==> config.mk <==
export PLATFORM = sky130hd
export DESIGN_NAME = ctrl_pipe_stages
export DESIGN_NICKNAME = d
export VERILOG_FILES = /design/src/rtl/ctrl_pipe_stages.sv
export SDC_FILE = /design/constraint.sdc
export NUM_CORES = 1
export LEC_CHECK = 0
export CAP_MARGIN = 20
export CORE_MARGIN = 5
export CORE_UTILIZATION = 48
export CTS_BUF_LIST = sky130_fd_sc_hd__clkbuf_8
export CTS_CLUSTER_SIZE = 25
export DETAILED_ROUTE_END_ITERATION = 12
export GPL_ROUTABILITY_DRIVEN = 0
export PLACE_DENSITY_LB_ADDON = 0.12
export SLEW_MARGIN = 20
export SYNTH_ARGS = -nofsm -noshare
export SYNTH_HDL_FRONTEND = slang
export SYNTH_SLANG_ARGS = --single-unit
==> constraint.sdc <==
create_clock -name clk -period 2.7 [get_ports clk]
set_input_delay 0.54 -clock clk [delete_from_list [all_inputs] [get_ports clk]]
set_output_delay 0.54 -clock clk [all_outputs]
set_load 0.005 [all_outputs]
==> src/rtl/ctrl_pipe_stages.sv <==
// ID/EX, EX/MEM and MEM/WB control pipeline with MEM-stage branch/jump resolution.
// Optional CTRL_PIPE_PERF_EN adds saturating bubble and redirect counters.
module ctrl_pipe_stages #(
    parameter int CTRL_W  = 9,
    parameter int ALUOP_W = 2,
    parameter int PERF_W  = 16
) (
    input  logic               clk,
    input  logic               rst,
    input  logic               id_valid_i,
    input  logic [CTRL_W-1:0]  id_ctrl_i,
    input  logic [ALUOP_W-1:0] id_alu_op_i,
    input  logic               stall_i,
    input  logic               ex_zero_i,
    output logic               ex_alu_src_o,
    output logic               ex_reg_dst_o,
    output logic [ALUOP_W-1:0] ex_alu_op_o,
    output logic               mem_write_en_o,
    output logic               mem_read_en_o,
    output logic               pc_redirect_o,
    output logic               pc_redirect_is_jump_o,
    output logic               wb_write_en_o,
    output logic               wb_mem_to_reg_o,
    output logic [PERF_W-1:0]  perf_bubbles_o,
    output logic [PERF_W-1:0]  perf_redirects_o
);

    localparam int B_BNE = 8;
    localparam int B_WE  = 7;
    localparam int B_M2R = 6;
    localparam int B_RD  = 5;
    localparam int B_AS  = 4;
    localparam int B_MW  = 3;
    localparam int B_MR  = 2;
    localparam int B_BEQ = 1;
    localparam int B_J   = 0;

    // ID/EX
    logic               idex_v_q,   idex_v_d;
    logic [CTRL_W-1:0]  idex_ctrl_q, idex_ctrl_d;
    logic [ALUOP_W-1:0] idex_aluop_q, idex_aluop_d;

    // EX/MEM
    logic exmem_v_q,   exmem_v_d;
    logic exmem_we_q,  exmem_we_d;
    logic exmem_m2r_q, exmem_m2r_d;
    logic exmem_mw_q,  exmem_mw_d;
    logic exmem_mr_q,  exmem_mr_d;
    logic exmem_beq_q, exmem_beq_d;
    logic exmem_bne_q, exmem_bne_d;
    logic exmem_j_q,   exmem_j_d;
    logic exmem_z_q,   exmem_z_d;

    // MEM/WB
    logic memwb_v_q,   memwb_v_d;
    logic memwb_we_q,  memwb_we_d;
    logic memwb_m2r_q, memwb_m2r_d;

    logic take;

    assign take = exmem_v_q & ((exmem_beq_q & exmem_z_q) |
                               (exmem_bne_q & ~exmem_z_q) |
                               exmem_j_q);

    always_comb begin
        idex_v_d     = 1'b0;
        idex_ctrl_d  = '0;
        idex_aluop_d = '0;
        // Flush outranks stall; both simply load a bubble here.
        if (!take && !stall_i && id_valid_i) begin
            idex_v_d     = 1'b1;
            idex_ctrl_d  = id_ctrl_i;
            idex_aluop_d = id_alu_op_i;
        end

        exmem_v_d   = 1'b0;
        exmem_we_d  = 1'b0;
        exmem_m2r_d = 1'b0;
        exmem_mw_d  = 1'b0;
        exmem_mr_d  = 1'b0;
        exmem_beq_d = 1'b0;
        exmem_bne_d = 1'b0;
        exmem_j_d   = 1'b0;
        exmem_z_d   = 1'b0;
        if (!take) begin
            exmem_v_d   = idex_v_q;
            exmem_we_d  = idex_ctrl_q[B_WE];
            exmem_m2r_d = idex_ctrl_q[B_M2R];
            exmem_mw_d  = idex_ctrl_q[B_MW];
            exmem_mr_d  = idex_ctrl_q[B_MR];
            exmem_beq_d = idex_ctrl_q[B_BEQ];
            exmem_bne_d = idex_ctrl_q[B_BNE];
            exmem_j_d   = idex_ctrl_q[B_J];
            exmem_z_d   = ex_zero_i;
        end

        // The redirecting instruction itself still retires into MEM/WB.
        memwb_v_d   = exmem_v_q;
        memwb_we_d  = exmem_we_q;
        memwb_m2r_d = exmem_m2r_q;
    end

    always_ff @(posedge clk or posedge rst) begin
        if (rst) begin
            idex_v_q     <= 1'b0;
            idex_ctrl_q  <= '0;
            idex_aluop_q <= '0;
            exmem_v_q    <= 1'b0;
            exmem_we_q   <= 1'b0;
            exmem_m2r_q  <= 1'b0;
            exmem_mw_q   <= 1'b0;
            exmem_mr_q   <= 1'b0;
            exmem_beq_q  <= 1'b0;
            exmem_bne_q  <= 1'b0;
            exmem_j_q    <= 1'b0;
            exmem_z_q    <= 1'b0;
            memwb_v_q    <= 1'b0;
            memwb_we_q   <= 1'b0;
            memwb_m2r_q  <= 1'b0;
        end else begin
            idex_v_q     <= idex_v_d;
            idex_ctrl_q  <= idex_ctrl_d;
            idex_aluop_q <= idex_aluop_d;
            exmem_v_q    <= exmem_v_d;
            exmem_we_q   <= exmem_we_d;
            exmem_m2r_q  <= exmem_m2r_d;
            exmem_mw_q   <= exmem_mw_d;
            exmem_mr_q   <= exmem_mr_d;
            exmem_beq_q  <= exmem_beq_d;
            exmem_bne_q  <= exmem_bne_d;
            exmem_j_q    <= exmem_j_d;
            exmem_z_q    <= exmem_z_d;
            memwb_v_q    <= memwb_v_d;
            memwb_we_q   <= memwb_we_d;
            memwb_m2r_q  <= memwb_m2r_d;
        end
    end

    assign ex_alu_src_o          = idex_v_q & idex_ctrl_q[B_AS];
    assign ex_reg_dst_o          = idex_v_q & idex_ctrl_q[B_RD];
    assign ex_alu_op_o           = {ALUOP_W{idex_v_q}} & idex_aluop_q;
    assign mem_write_en_o        = exmem_v_q & exmem_mw_q;
    assign mem_read_en_o         = exmem_v_q & exmem_mr_q;
    assign pc_redirect_o         = take;
    assign pc_redirect_is_jump_o = exmem_v_q & exmem_j_q;
    assign wb_write_en_o         = memwb_v_q & memwb_we_q;
    assign wb_mem_to_reg_o       = memwb_v_q & memwb_m2r_q;

`ifdef CTRL_PIPE_PERF_EN
    logic [PERF_W-1:0] perf_bub_q, perf_bub_d;
    logic [PERF_W-1:0] perf_red_q, perf_red_d;

    always_comb begin
        perf_bub_d = perf_bub_q;
        perf_red_d = perf_red_q;
        if (stall_i && !take && perf_bub_q != '1)
            perf_bub_d = perf_bub_q + PERF_W'(1);
        if (take && perf_red_q != '1)
            perf_red_d = perf_red_q + PERF_W'(1);
    end

    always_ff @(posedge clk or posedge rst) begin
        if (rst) begin
            perf_bub_q <= '0;
            perf_red_q <= '0;
        end else begin
            perf_bub_q <= perf_bub_d;
            perf_red_q <= perf_red_d;
        end
    end

    assign perf_bubbles_o   = perf_bub_q;
    assign perf_redirects_o = perf_red_q;
`else
    assign perf_bubbles_o   = '0;
    assign perf_redirects_o = '0;
`endif

endmodule

Word-level counts from Yosys, hierarchy flattened

Cells that the tools add are included.

Flip-flop bits (word level): 24
Latch bits: 0
Memory bits (writable): 0
Bits in read-only memories: 0
Bits of input ports: 16
Output and inout port bits: 42
Logic and storage cells: 45
Memories: 0

Add/sub/neg operators: 0
$mul: 0
Div/mod/pow operators: 0
$lt $le $gt $ge: 0
Equality and inequality tests: 0
Shifts and indexed selects: 0
Muxes and demuxes: 12
Bitwise operators: 14
Reductions and logical operators: 4

Operators with widths:

| kind              | number |
|---|---|
| $and 1x1->1       | 10 |
| $mux 1            | 10 |
| $mux 9            | 1 |
| $and 2x2->2       | 1 |
| $logic_and 1x1->1 | 2 |
| $logic_not 1->1   | 2 |
| $mux 2            | 1 |
| $or 1x1->1        | 2 |
| $not 1->1         | 1 |

Logic depth before layout (Yosys ltp)

Gate-level depths: netlist of the first run.

Word-level depth: 9
Mapped depth: 3
Depth with buffers taken out: 2

Least setup slack after synthesis of the first run

OpenSTA, ideal clock, no wires.

Kind: register -> output
From: reg exmem_v_q
To: out pc_redirect_o
Arrival: 866 ps
Required time: 2160 ps
Setup slack: 1294 ps
Stages on the path, launching flop included: 4
Buffers on the path: 2
Path through: dfrtp_1 -> clkbuf_1 -> buf_2 -> o21a_1

Word-level cells in the longest chain between the ends: 1

RTL lines:

| element                  | RTL line | RTL |
|---|---|---|
| start: declaration       | 44       | `logic exmem_v_q, exmem_v_d;` |
| start signal: assignment | 124      | `exmem_v_q <= exmem_v_d;` |
| $and 1x1->1              | 61       | `assign take = exmem_v_q & ((exmem_beq_q & exmem_z_q) \|` |
| end: declaration         | 20       | `output logic pc_redirect_o,` |

Every way passes these cells.

Final worst setup path of the first run

From: reg exmem_j_q
To: out pc_redirect_o

Word-level cells in the longest chain between the ends: 2

RTL lines:

| element                  | RTL line | RTL |
|---|---|---|
| start: declaration       | 51       | `logic exmem_j_q, exmem_j_d;` |
| start signal: assignment | 131      | `exmem_j_q <= exmem_j_d;` |
| $or 1x1->1               | 62       | `(exmem_bne_q & ~exmem_z_q) \|` |
| $and 1x1->1              | 61       |  |

Every way passes these cells.

==> qor.txt, run 1 <==
Peak VDD IR: 381 µV
Share of layout cells above drive strength 1: 4.35%
Vias after detailed routing: 902
Die Height: 64.2 µm
ANT cells: 0
Num rows: 19
Leakage: 0.000738 µW
Fin crit share: 80.3%
Slew Limit Fails: 0
Crit Path Max Fanout: 23
Post-layout min period: 2170 ps
CP endpoint kind: primary output
Slew margin rel.: 44.0%
Nets: 179
Yosys cell types: 18
Worst Hold Path EP: memwb_we_q
Sequential element share of the synthesized area: 42.6%
CTS HTree Levels: 1
DR WL/cell: 11.6 µm
Skew-Pair Late Insertion Delay: 260 ps
Worst-path clk slew: 70 ps
CP max-delay cell: dfrtp_1
Worst R2R Start: exmem_j_q
Core ar.: 2780 µm²
CP Class: reg2out
Reg2Reg Setup Slack: 1340 ps
Filler Cell Count: 253
Setup Skew: 0.952 ps
Power per cell area: 708 nW/µm²
DRT Wirelength: 2220 µm
Worst hold path class: reg2reg
FMAX: 461 MHz
Crit-path leading delay family: flip-flops
Most frequent cells in the layout: 32 x conb_1, 25 x clkdlybuf4s50_1, 24 x dfrtp_1
Hold Fails Final Rpt: 0
Ports: 58
Antenna-violating nets left: 0
Detailed Routing Iterations Pass 1: 4
Worst EP required: 2160 ps
Cells along the critical path: o21a_1 -> clkdlybuf4s50_1
First-pass GRT wire length: 3620 µm
Final setup viols: 0
CP startpoint kind: flip-flop
Mapped Area: 1410 µm²
DRC violations left: 0
WP buf/inv: 1
Setup bufs post-CTS: 0
Num CTS Buffers: 3
Initial Utilization: 50.7%
CP max stage delay: 670 ps
CTS tree: built
Status: finished, final reports clean
Setup repair after global routing missed its margin: no
R2R depth: 2
Yosys warning count: 0
DR iter-0 viols: 7
#FFs+latches synth: 24
Post-CTS sizing: 0
Die area: 4120 µm²
Slew @ Worst Pin: 839 ps
CTS hold repair buffers: 0
Area growth syn-to-layout: 12.0%
Vias in the first global route: 828
Initial antenna violation count: 0
Cells after Synth: 142
Sum of negative setup slack: 0 ps
Max_cap viols: 0
Port Buffers: 25
GRT Overall Usage: 11.0%
Clock root buffer: clkbuf_8
Num Clock Sinks: 24
Largest net degree at the start of global routing: 25
HP Start: exmem_we_q
DP HPWL: 1710 µm
Finished Layout Cells: 192
Placed cells: 189
Avg Synthesized Cell Area: 9.94 µm²
Overflow after GRT: 0
Via density: 4.70
CTS Buffer Depth: 2
Most common cell after layout, fill and taps aside: conb_1
CP arrival: 1630 ps
Worst reg2reg path endpoint: idex_aluop_q[1]
Chip width: 64.2 µm
Hold path cells: 0
[flip-flops by register name, indices dropped and copies added (netlist names)]
register,flops
exmem_beq_q,1
exmem_bne_q,1
exmem_j_q,1
exmem_m2r_q,1
exmem_mr_q,1
exmem_mw_q,1
exmem_v_q,1
exmem_we_q,1
exmem_z_q,1
idex_aluop_q,2
idex_ctrl_q,9
idex_v_q,1
memwb_m2r_q,1
memwb_v_q,1
memwb_we_q,1
[logic make-up (layout without fill, tap and decap cells)]
group	Yosys count	in the layout	synth area share [%]
buffers and inverters	63	51	26.3
AOI/OAI and AO/OA	22	22	12.2
and+or+nand+nor	31	31	17.8
other	1	32	0.266
muxes	1	1	0.798
DFF	24	24	42.6
[stage by stage]
| stage | worst slack [ps] | power [µW] | utilization (%) | area, µm² | hold WS (ps) |
|---|---|---|---|---|---|
| after floorplan | 1290 | 829 | - | 1530 | 331 |
| after global placement | 774 | 913 | 55.3 | 1540 | 333 |
| after detailed placement | 713 | 928 | 55.3 | 1540 | 346 |
| after CTS | 524 | 1130 | 56.8 | 1580 | 361 |
| after global routing | 378 | 1190 | 56.8 | 1580 | 364 |
| final | 531 | 1120 | 56.8 | 1580 | 363 |
[area by class of cell]
class                      count  area [µm²]  share of cell area (%)
clock buffer                   3        41.3                    2.61
multi-input combinational     86         556                    35.2
sequential                    24         601                    38.0
timing repair buffer          27         265                    16.8
inverter                      21        78.8                    4.99
tap                           31        38.8                    2.45
[cells in the mapped netlist]
cell type / count / area, µm²
buf_4: 32 / 240
dfrtp_1: 24 / 601
inv_1: 21 / 78.8
o32ai_1: 11 / 96.3
nand2b_1: 10 / 62.6
nand4bb_1: 10 / 113
and2_1: 9 / 56.3
o22ai_1: 9 / 56.3
buf_2: 5 / 25.0
clkbuf_1: 3 / 11.3
buf_6: 1 / 11.3
clkbuf_2: 1 / 5.00
conb_1: 1 / 3.75
mux2_2: 1 / 11.3
o21a_1: 1 / 7.51
o22ai_2: 1 / 12.5
or3b_1: 1 / 8.76
or4bb_1: 1 / 11.3
[worst max path at each step]
stage	from	endpoint	slack, ps	cells after the start
floorplan	exmem_v_q	pc_redirect_o	1290	3
global placement	id_valid_i	idex_ctrl_q[5]	770	3
detailed placement	id_valid_i	idex_ctrl_q[2]	710	3
CTS	exmem_j_q	pc_redirect_o	520	2
global route	exmem_j_q	pc_redirect_o	380	2
finish	exmem_j_q	pc_redirect_o	530	2
[where the power goes]
group / total [µW] / internal, µW / switching, µW
combinational: 381 / 207 / 174
sequential: 537 / 462 / 75.2
clock: 200 / 99.6 / 101
[metal layers]
layer / GRT usage [%] / vias to the layer above / part of all wire (%)
li1: - / 450 / -
met1: 12.0 / 404 / 38
met2: 19.0 / 44 / 50
met3: 2.63 / 4 / 8.9
met4: 6.87 / 0 / 2.6
met5: 0 / - / 0
No activity file was read; power rests on OpenSTA's default activity.
==> run 2, diff against run 1 <==
- CORE_UTILIZATION: 48 -> 44
- clock period: 2.7 -> 2 ns (I/O delays scaled with it)
==> run 2 against run 1 <==
Net effect: clock power grew 59%; non-clock buffer count rose by 4; critical endpoint unchanged; worst hold slack lost 8.5 ps; total power grew 41%; global-route usage increased by 0.41 points.
==> qor.txt, run 2 (synthesis results as in run 1) <==
Setup bufs post-CTS: 0 (unchanged)
Antenna-violating nets left: 0 (unchanged)
DR WL/cell: 11.1 µm (-3.7%)
Most frequent cells in the layout: 32 x conb_1, 25 x clkdlybuf4s50_1, 24 x dfrtp_1
Via density: 4.44 (-5.5%)
CTS tree: built
First-pass GRT wire length: 4000 µm (+11%)
Vias after detailed routing: 932 (+3.3%)
ANT cells: 0 (unchanged)
Num Clock Sinks: 24 (unchanged)
Ports: 58 (unchanged)
Worst setup margin: 56.9 ps (-475 ps)
Filler Cell Count: 310 (+23%)
Clock root buffer: clkbuf_8
Max FFs per register: 9 (unchanged)
Fraction of power consumed by sequential logic: 44.2% (-3.8 points)
Die Height: 66.6 µm (+3.8%)
Top reg by flops: idex_ctrl_q
DP HPWL: 1770 µm (+3.4%)
Die area: 4440 µm² (+7.6%)
Finished Layout Cells: 210 (+9.4%)
GRT Overall Usage: 11.4% (+0.41 points)
CP Class: reg2out
Power per cell area: 961 nW/µm² (+36%)
CTS hold repair buffers: 0 (unchanged)
Largest net degree at the start of global routing: 25 (unchanged)
Share of layout cells above drive strength 1: 7.23% (+2.9 points)
Num rows: 20 (+1)
Core ar.: 3050 µm² (+9.8%)
Pint: 1090 µW (+42%)
Worst EP required: 1600 ps (-560 ps)
Placed cells: 206 (+9.0%)
Post-layout util: 53.7% (-3.1 points)
Post-layout min period: 1940 ps
Port Buffers: 25 (unchanged)
CP arrival: 1540 ps (-90 ps)
Setup Skew: 1.68 ps (+0.724 ps)
Most common cell after layout, fill and taps aside: conb_1
Initial Utilization: 46.2% (-4.5 points)
Max_cap viols: 0 (unchanged)
Pre-CTS setup slack: 302 ps (-411 ps)
Chip width: 66.6 µm (+3.8%)
Worst hold path class: reg2reg
DR iter-0 viols: 40 (+33)
Post-CTS sizing: 0 (unchanged)
Area of the multi-input gates: 556 µm² (unchanged)
Register area: 601 µm² (unchanged)
Initial antenna violation count: 0 (unchanged)
CP max-delay cell: clkdlybuf4s50_1
DRC violations left: 0 (unchanged)
Leakage: 0.000765 µW (+3.6%)
NetSw: 486 µW (+39%)
Detailed Routing Iterations Pass 1: 4 (unchanged)
Vias in the first global route: 903 (+9.1%)
Overflow after GRT: 0 (unchanged)
Skew-Pair Late Insertion Delay: 260 ps (about the same)
CP endpoint kind: primary output
Status: finished, final reports clean
FMAX: 515 MHz
Peak VDD IR: 314 µV (-18%)
Cells along the critical path: mux2_2 -> o21a_1 -> clkdlybuf4s50_1
CTS Buffer Depth: 2 (unchanged)
Area growth syn-to-layout: 16.2%
CTS HTree Levels: 1 (unchanged)
Comb pwr share: 35.7% (+1.6 points)
Crit Path Max Fanout: 2 (-91%)
Final setup viols: 0 (unchanged)
Final total power: 1580 µW (+41%)
Hold Fails Final Rpt: 0 (unchanged)
Sum of negative setup slack: 0 ps (unchanged)
Clock power frac: 20.1% (+2.2 points)
Nets: 183 (+2.2%)
WP buf/inv: 1 (unchanged)
CP startpoint kind: flip-flop
Setup repair after global routing missed its margin: no
Crit-path leading delay family: buffers and inverters
CP max stage delay: 440 ps (-230 ps)
Net Sw Frac: 30.8% (-0.46 points)
Largest regs: idex_ctrl_q x9, idex_aluop_q x2
DRT Wirelength: 2340 µm (+5.4%)
Fin crit share: 97.2%
Slew Limit Fails: 0 (unchanged)
Worst-path clk slew: 80 ps (about the same)
Num CTS Buffers: 3 (unchanged)
-- run 2: cell types whose count changed in the layout (fill, tap and decap cells not counted) --
cell,change
clkbuf_8,+1
buf_4,+4
-- run 2: per-layer routing --
metal | part of all wire, % | track usage (%)
met5 | 0 | 0
met3 | 5.6 | 1.52
met1 | 41 | 13.8
met2 | 51 | 19.9
met4 | 1.5 | 5.33
-- run 2: worst paths after layout --
kind                       slack, ps  depth (start not counted)         endpoint   startpoint
min in group asynchronous        490                          3      exmem_beq_q          rst
setup / recovery                  60                          3    pc_redirect_o    exmem_z_q
max in group asynchronous       1290                          3         idex_v_q          rst
hold reg to reg                  350                          0      memwb_m2r_q  exmem_m2r_q
setup reg to reg                 710                          3  idex_aluop_q[1]    exmem_j_q
hold / removal                   350                          0      memwb_m2r_q  exmem_m2r_q
-- run 2: per-stage QoR --
stage                     hold WS, ps  area (µm²)
final                             354        1640
after global routing              375        1640
after CTS                         357        1640
after detailed placement          339        1590
after global placement            333        1590
after floorplan                   331        1530
-- run 2: power groups by stage --
stage / registers (µW) / clock network, µW / logic, µW
after floorplan: 671 / 0 / 448
after global placement: 704 / 0 / 557
after detailed placement: 710 / 0 / 565
after CTS: 700 / 324 / 565
after global routing: 725 / 343 / 623
final: 696 / 317 / 563
-- run 2: final cells by class --
type                    count  area share (%)
inverters                  21            4.81
multi-input cells          86            33.9
repair buffers             31            18.0
clock buffers               4            3.36
flip-flops and latches     24            36.6
well taps                  44            3.36
==> run 3, diff against run 2 <==
- RECOVER_POWER: unset -> 100
==> run 3 against run 2 <==
Net effect: highest routed layer unchanged; register-to-register slack lost 390 ps; critical path depth did not move; die area unchanged; utilization fell by 0.37 points; clock skew about the same; sequential power hardly changed; combinational power down 4.4%.
==> qor.txt, run 3 (synthesis results as in run 1) <==
FMAX: 515 MHz (+0.13%)
Overflow after GRT: 0 (unchanged)
Num CTS Buffers: 3 (unchanged)
Slew @ Worst Pin: 1200 ps
DP HPWL: 1770 µm (unchanged)
CTS HTree Levels: 1 (unchanged)
Hold slack: 354 ps (+0.0660 ps)
Core ar.: 3050 µm² (unchanged)
Clock root buffer: clkbuf_8
CTS Buffer Depth: 2 (unchanged)
Slew margin rel.: 20.1%
Comb pwr share: 34.6% (-1.1 points)
Final setup viols: 0 (unchanged)
Most common cell after layout, fill and taps aside: conb_1
CP Class: reg2out
Antenna-violating nets left: 0 (unchanged)
DRC violations left: 0 (unchanged)
Most frequent cells in the layout: 32 x conb_1, 24 x dfrtp_1, 21 x inv_1, 21 x clkdlybuf4s50_1, 11 x o32ai_1
Crit Path Max Fanout: 2 (unchanged)
Via density: 4.42 (-0.43%)
Num Clock Sinks: 24 (unchanged)
Post-CTS sizing: 0 (unchanged)
CP startpoint kind: flip-flop
CP endpoint kind: primary output
Cells along the critical path: mux2_2 -> o21a_1 -> clkdlybuf4s50_1
DR iter-0 viols: 41 (+2.5%)
Max FFs per register: 9 (unchanged)
Port Buffers: 25 (unchanged)
Clock power frac: 20.5% (+0.4 points)
Setup Skew: 1.68 ps (+0.000390 ps)
Ports: 58 (unchanged)
Skew-Pair Late Insertion Delay: 260 ps (about the same)
CP max-delay cell: clkdlybuf4s50_1
Worst EP required: 1600 ps (about the same)
Initial antenna violation count: 0 (unchanged)
Sum of negative setup slack: 0 ps (unchanged)
NetSw: 484 µW (-0.39%)
CP arrival: 1540 ps (about the same)
Detailed Routing Iterations Pass 1: 4 (unchanged)
Num rows: 20 (unchanged)
Setup repair after global routing missed its margin: no
Share of layout cells above drive strength 1: 5.42% (-1.8 points)
Die area: 4440 µm² (unchanged)
Leakage: 0.000762 µW (-0.32%)
Largest regs: idex_ctrl_q x9, idex_aluop_q x2
Vias in the first global route: 903 (unchanged)
CP max stage delay: 440 ps (about the same)
Pint: 1070 µW (-2.1%)
DR WL/cell: 11.1 µm (-0.60%)
Peak VDD IR: 303 µV (-3.4%)
First-pass GRT wire length: 4000 µm (unchanged)
Nets: 183 (unchanged)
Top reg by flops: idex_ctrl_q
Largest net degree at the start of global routing: 25 (unchanged)
Post-layout min period: 1940 ps (-2.52 ps)
Vias after detailed routing: 928 (-0.43%)
CTS tree: built
Chip width: 66.6 µm (unchanged)
Slew Limit Fails: 0 (unchanged)
Fin crit share: 97.0% (-0.13 points)
Worst hold path class: reg2reg
Area growth syn-to-layout: 15.4%
Die Height: 66.6 µm (unchanged)
Power per cell area: 953 nW/µm² (-0.86%)
Worst-path clk slew: 80 ps (about the same)
Hold Fails Final Rpt: 0 (unchanged)
Fraction of power consumed by sequential logic: 44.9% (+0.7 points)
DRT Wirelength: 2320 µm (-0.60%)
ANT cells: 0 (unchanged)
Status: finished, final reports clean
Setup bufs post-CTS: 0 (unchanged)
CTS hold repair buffers: 0 (unchanged)
GRT Overall Usage: 11.4% (unchanged)
Max_cap viols: 0 (unchanged)
Net Sw Frac: 31.2% (+0.36 points)
Initial Utilization: 46.2% (unchanged)
## run 3: power by group through the flow
| stage | Combinational, µW | Clock, µW | Sequential (µW) |
|---|---|---|---|
| 2_1_floorplan | 448 | 0 | 671 |
| 3_3_place_gp | 557 | 0 | 704 |
| 3_5_place_dp | 565 | 0 | 710 |
| 4_1_cts | 565 | 324 | 700 |
| 5_1_grt | 599 | 343 | 725 |
| 6_report | 538 | 318 | 697 |
## run 3: final timing paths
kind,from,endpoint,slack (ps),depth (start not counted)
worst max register to register,exmem_z_q,exmem_beq_q,320,3
worst min register to register,exmem_m2r_q,memwb_m2r_q,350,0
max in group asynchronous,rst,idex_v_q,460,3
worst min-delay path,exmem_m2r_q,memwb_m2r_q,350,0
min in group asynchronous,rst,exmem_beq_q,830,3
worst max-delay path,exmem_z_q,pc_redirect_o,60,3
## run 3: cell type report
type	count	area, µm²
Fill cell	314	1420
Sequential cell	24	601
Multi-Input combinational cell	86	556
Timing Repair Buffer	31	284
Inverter	21	78.8
Clock buffer	4	55.1
Tap cell	44	55.1
## run 3: per-stage QoR
stage	setup slack (ps)	power (µW)	cells	utilization, %	instance area, µm²
final	59.4	1550	210	53.4	1630
after global routing	2.38	1670	210	53.4	1630
after CTS	48.2	1590	210	53.7	1640
after detailed placement	302	1270	206	51.9	1590
after global placement	281	1260	206	51.9	1590
after floorplan	734	1120	173	-	1530
## run 3: metal layers
layer | up-vias | global-route usage [%] | routed length [µm]
li1 | 459 | - | -
met1 | 439 | 13.8 | 984
met2 | 28 | 19.9 | 1180
met3 | 2 | 1.52 | 124
met4 | 0 | 5.33 | 34
met5 | - | 0 | 0
## run 3: critical path, delay by kind of cell, from the launching register on
family / cells / cell delay [ps]
buf+inv: 1 / 440
flops: 1 / 340
mux: 1 / 340
compound gates: 1 / 170
==> variant, RTL diff (config.mk and constraints of run 3) <==
Build with the macro `CTRL_PIPE_PERF_EN` defined.
--- a/src/rtl/ctrl_pipe_stages.sv
+++ b/src/rtl/ctrl_pipe_stages.sv
@@ -1,4 +1,6 @@
 // ID/EX, EX/MEM and MEM/WB control pipeline with MEM-stage branch/jump resolution.
 // Optional CTRL_PIPE_PERF_EN adds saturating bubble and redirect counters.
+`define CTRL_PIPE_PERF_EN
+
 module ctrl_pipe_stages #(
     parameter int CTRL_W  = 9,
Formal check against the unedited RTL: not equivalent (Yosys sat finds a counterexample within 4 cycles, from zero or initial values and one cycle with rst high).
==> variant against run 3 <==
Final cell count grew 66%; combinational power rose by 3.7%; sequential power rose by 95%; worst setup slack improved by 0.021 ns; power up 64%; area after synthesis is 70% higher; cell area rose by 97%; clock skew is 0.0035 ns higher; sequential cell count increased by 32; routed wire length is 94% higher; critical path depth rose by 1.
==> variant: results (changes against run 3) <==
[final_layout]
drive_gt1_share_pct = 10.1  ; +4.7 points
fillCellCount = 495  ; +58%
num-nets-final = 293  ; +60%

[setup_path]
cp_slowest_cell = dfrtp_1
arrival_ns = 1.52  ; -0.02 ns
critical_path.max_stage_delay_ns = 0.40  ; -0.04 ns
cp_top_family = flip-flops

[synthesis]
synth_commonest_cells = dfrtp_1 (56), and2_1 (29), nand2_1 (18)
yosysSeqAreaShare_pct = 58.3  ; +16 points
yosys_warnings = 0  ; unchanged
async_reset_ff_share_pct = 100  ; unchanged
synth.area.top_cells = dfrtp_1 (58%), and2_1 (7.5%), xnor2_1 (5.1%)
avgSynthCellArea_um2 = 11.8  ; +19%
ys_types = 34  ; +16

[sta]
worstMarginPinSlew_ns = 1.25  ; +0.0551 ns
fin_skew_ns = 0.00513  ; +0.00346 ns

[global_route]
grt_max_degree = 33  ; +32%
antenna_found_initial = 0  ; unchanged
use_met2_pct = 21.1  ; +1.2 points
grt_pass1_wl_mm = 7.78  ; +94%
grt_use_met1_pct = 17.8  ; +4.0 points
grtUsageMet3_pct = 4.44  ; +2.9 points
grt_pass1_vias = 1649  ; +83%
grt_usage_pct = 13.6  ; +2.1 points

[placed_design]
placed_area_mm2 = 0.00312  ; +97%
post-dp-hpwl_mm = 3.37  ; +90%
portBuffers = 57  ; +130%
placed_cells = 339  ; +65%

[drt]
first_pass_iters = 4  ; unchanged
drt_iter0_drc = 44  ; +7.3%
viasPerCell = 4.83  ; +9.2%
wl_per_cell_um = 13.0  ; +17%
drc_errors = 0  ; unchanged
vias = 1680  ; +81%

[cts]
cts.path.max_buffers = 2  ; unchanged
path_clk_slew_ns = 0.10  ; +0.02 ns
htreeDepth = 2  ; +1
clkLatencyLatePin_ns = 0.31  ; +0.05 ns
numCtsBuffers = 5  ; +2

[run_status]
outcome = completed

[power_and_ir_drop]
p_leak_nw = 1.41  ; +85%
peakVddDrop_uv = 585  ; +93%

[worst_hold_path]
holdCritPathClass = reg -> reg

## variant: cell families (layout without fill, tap and decap cells)
logic type,Yosys count,in the layout,share of synthesized area [%]
AND/OR/NAND/NOR,102,102,25.1
adder cells (fa/ha/maj),2,2,1.04
buffers and inverters,7,80,1.46
flip-flops,56,56,58.3
multiplexers,7,7,3.38
XOR/XNOR,26,26,9.47
AO/OA/AOI/OAI,3,3,1.30
## variant: final timing paths
kind	startpoint	cells past startpoint	to	slack, ns
worst max-delay path	exmem_z_q	4	pc_redirect_o	0.08
worst min register to register	exmem_m2r_q	0	memwb_m2r_q	0.36
worst min-delay path	exmem_m2r_q	0	memwb_m2r_q	0.36
max in group asynchronous	rst	3	idex_aluop_q[1]	0.32
worst max register to register	exmem_z_q	6	perf_redirects_o[15]	0.09
min in group asynchronous	rst	3	perf_redirects_o[14]	0.76
## variant: timing repair
item | in CTS | in global routing
resized for setup | 1 | 2
cloned | 0 | 0
setup buffers | 1 | 0
pin swaps | 1 | 1
endpoints found under the setup margin | 1 | 3
## variant: stage by stage
step / power (W) / worst slack (ns) / setup TNS (ns) / utilization, %
2_1_floorplan: 0.00160 / 0.229 / 0 / -
3_3_place_gp: 0.00195 / -0.0111 / -0.0111 / 57.7
3_5_place_dp: 0.00195 / -0.0506 / -0.0506 / 57.7
4_1_cts: 0.00261 / 0.0410 / 0 / 59.6
5_1_grt: 0.00272 / -0.00574 / -0.00699 / 59.4
6_report: 0.00255 / 0.0804 / 0 / 59.4
## variant: routing by layer
layer  vias up  routed length, um
li1        835                  -
met1       793               2120
met2        47               2060
met3         5                283
met4         0                 49
met5         -                  0
## variant: cell type report
cell class,count,share of cell area [%]
clock buffers,5,2.14
clock inverters,3,0.779
inverters,4,0.467
multi-input cells,140,30.3
flip-flops and latches,56,43.6
well taps,72,2.80
repair buffers,68,19.9
## variant: power by group
part | internal [W] | switching (W) | total [W]
clock | 0.000256 | 0.000378 | 0.000634
combinational | 0.000351 | 0.000208 | 0.000558
sequential | 0.00125 | 0.000109 | 0.00136
total | 0.00186 | 0.000694 | 0.00255
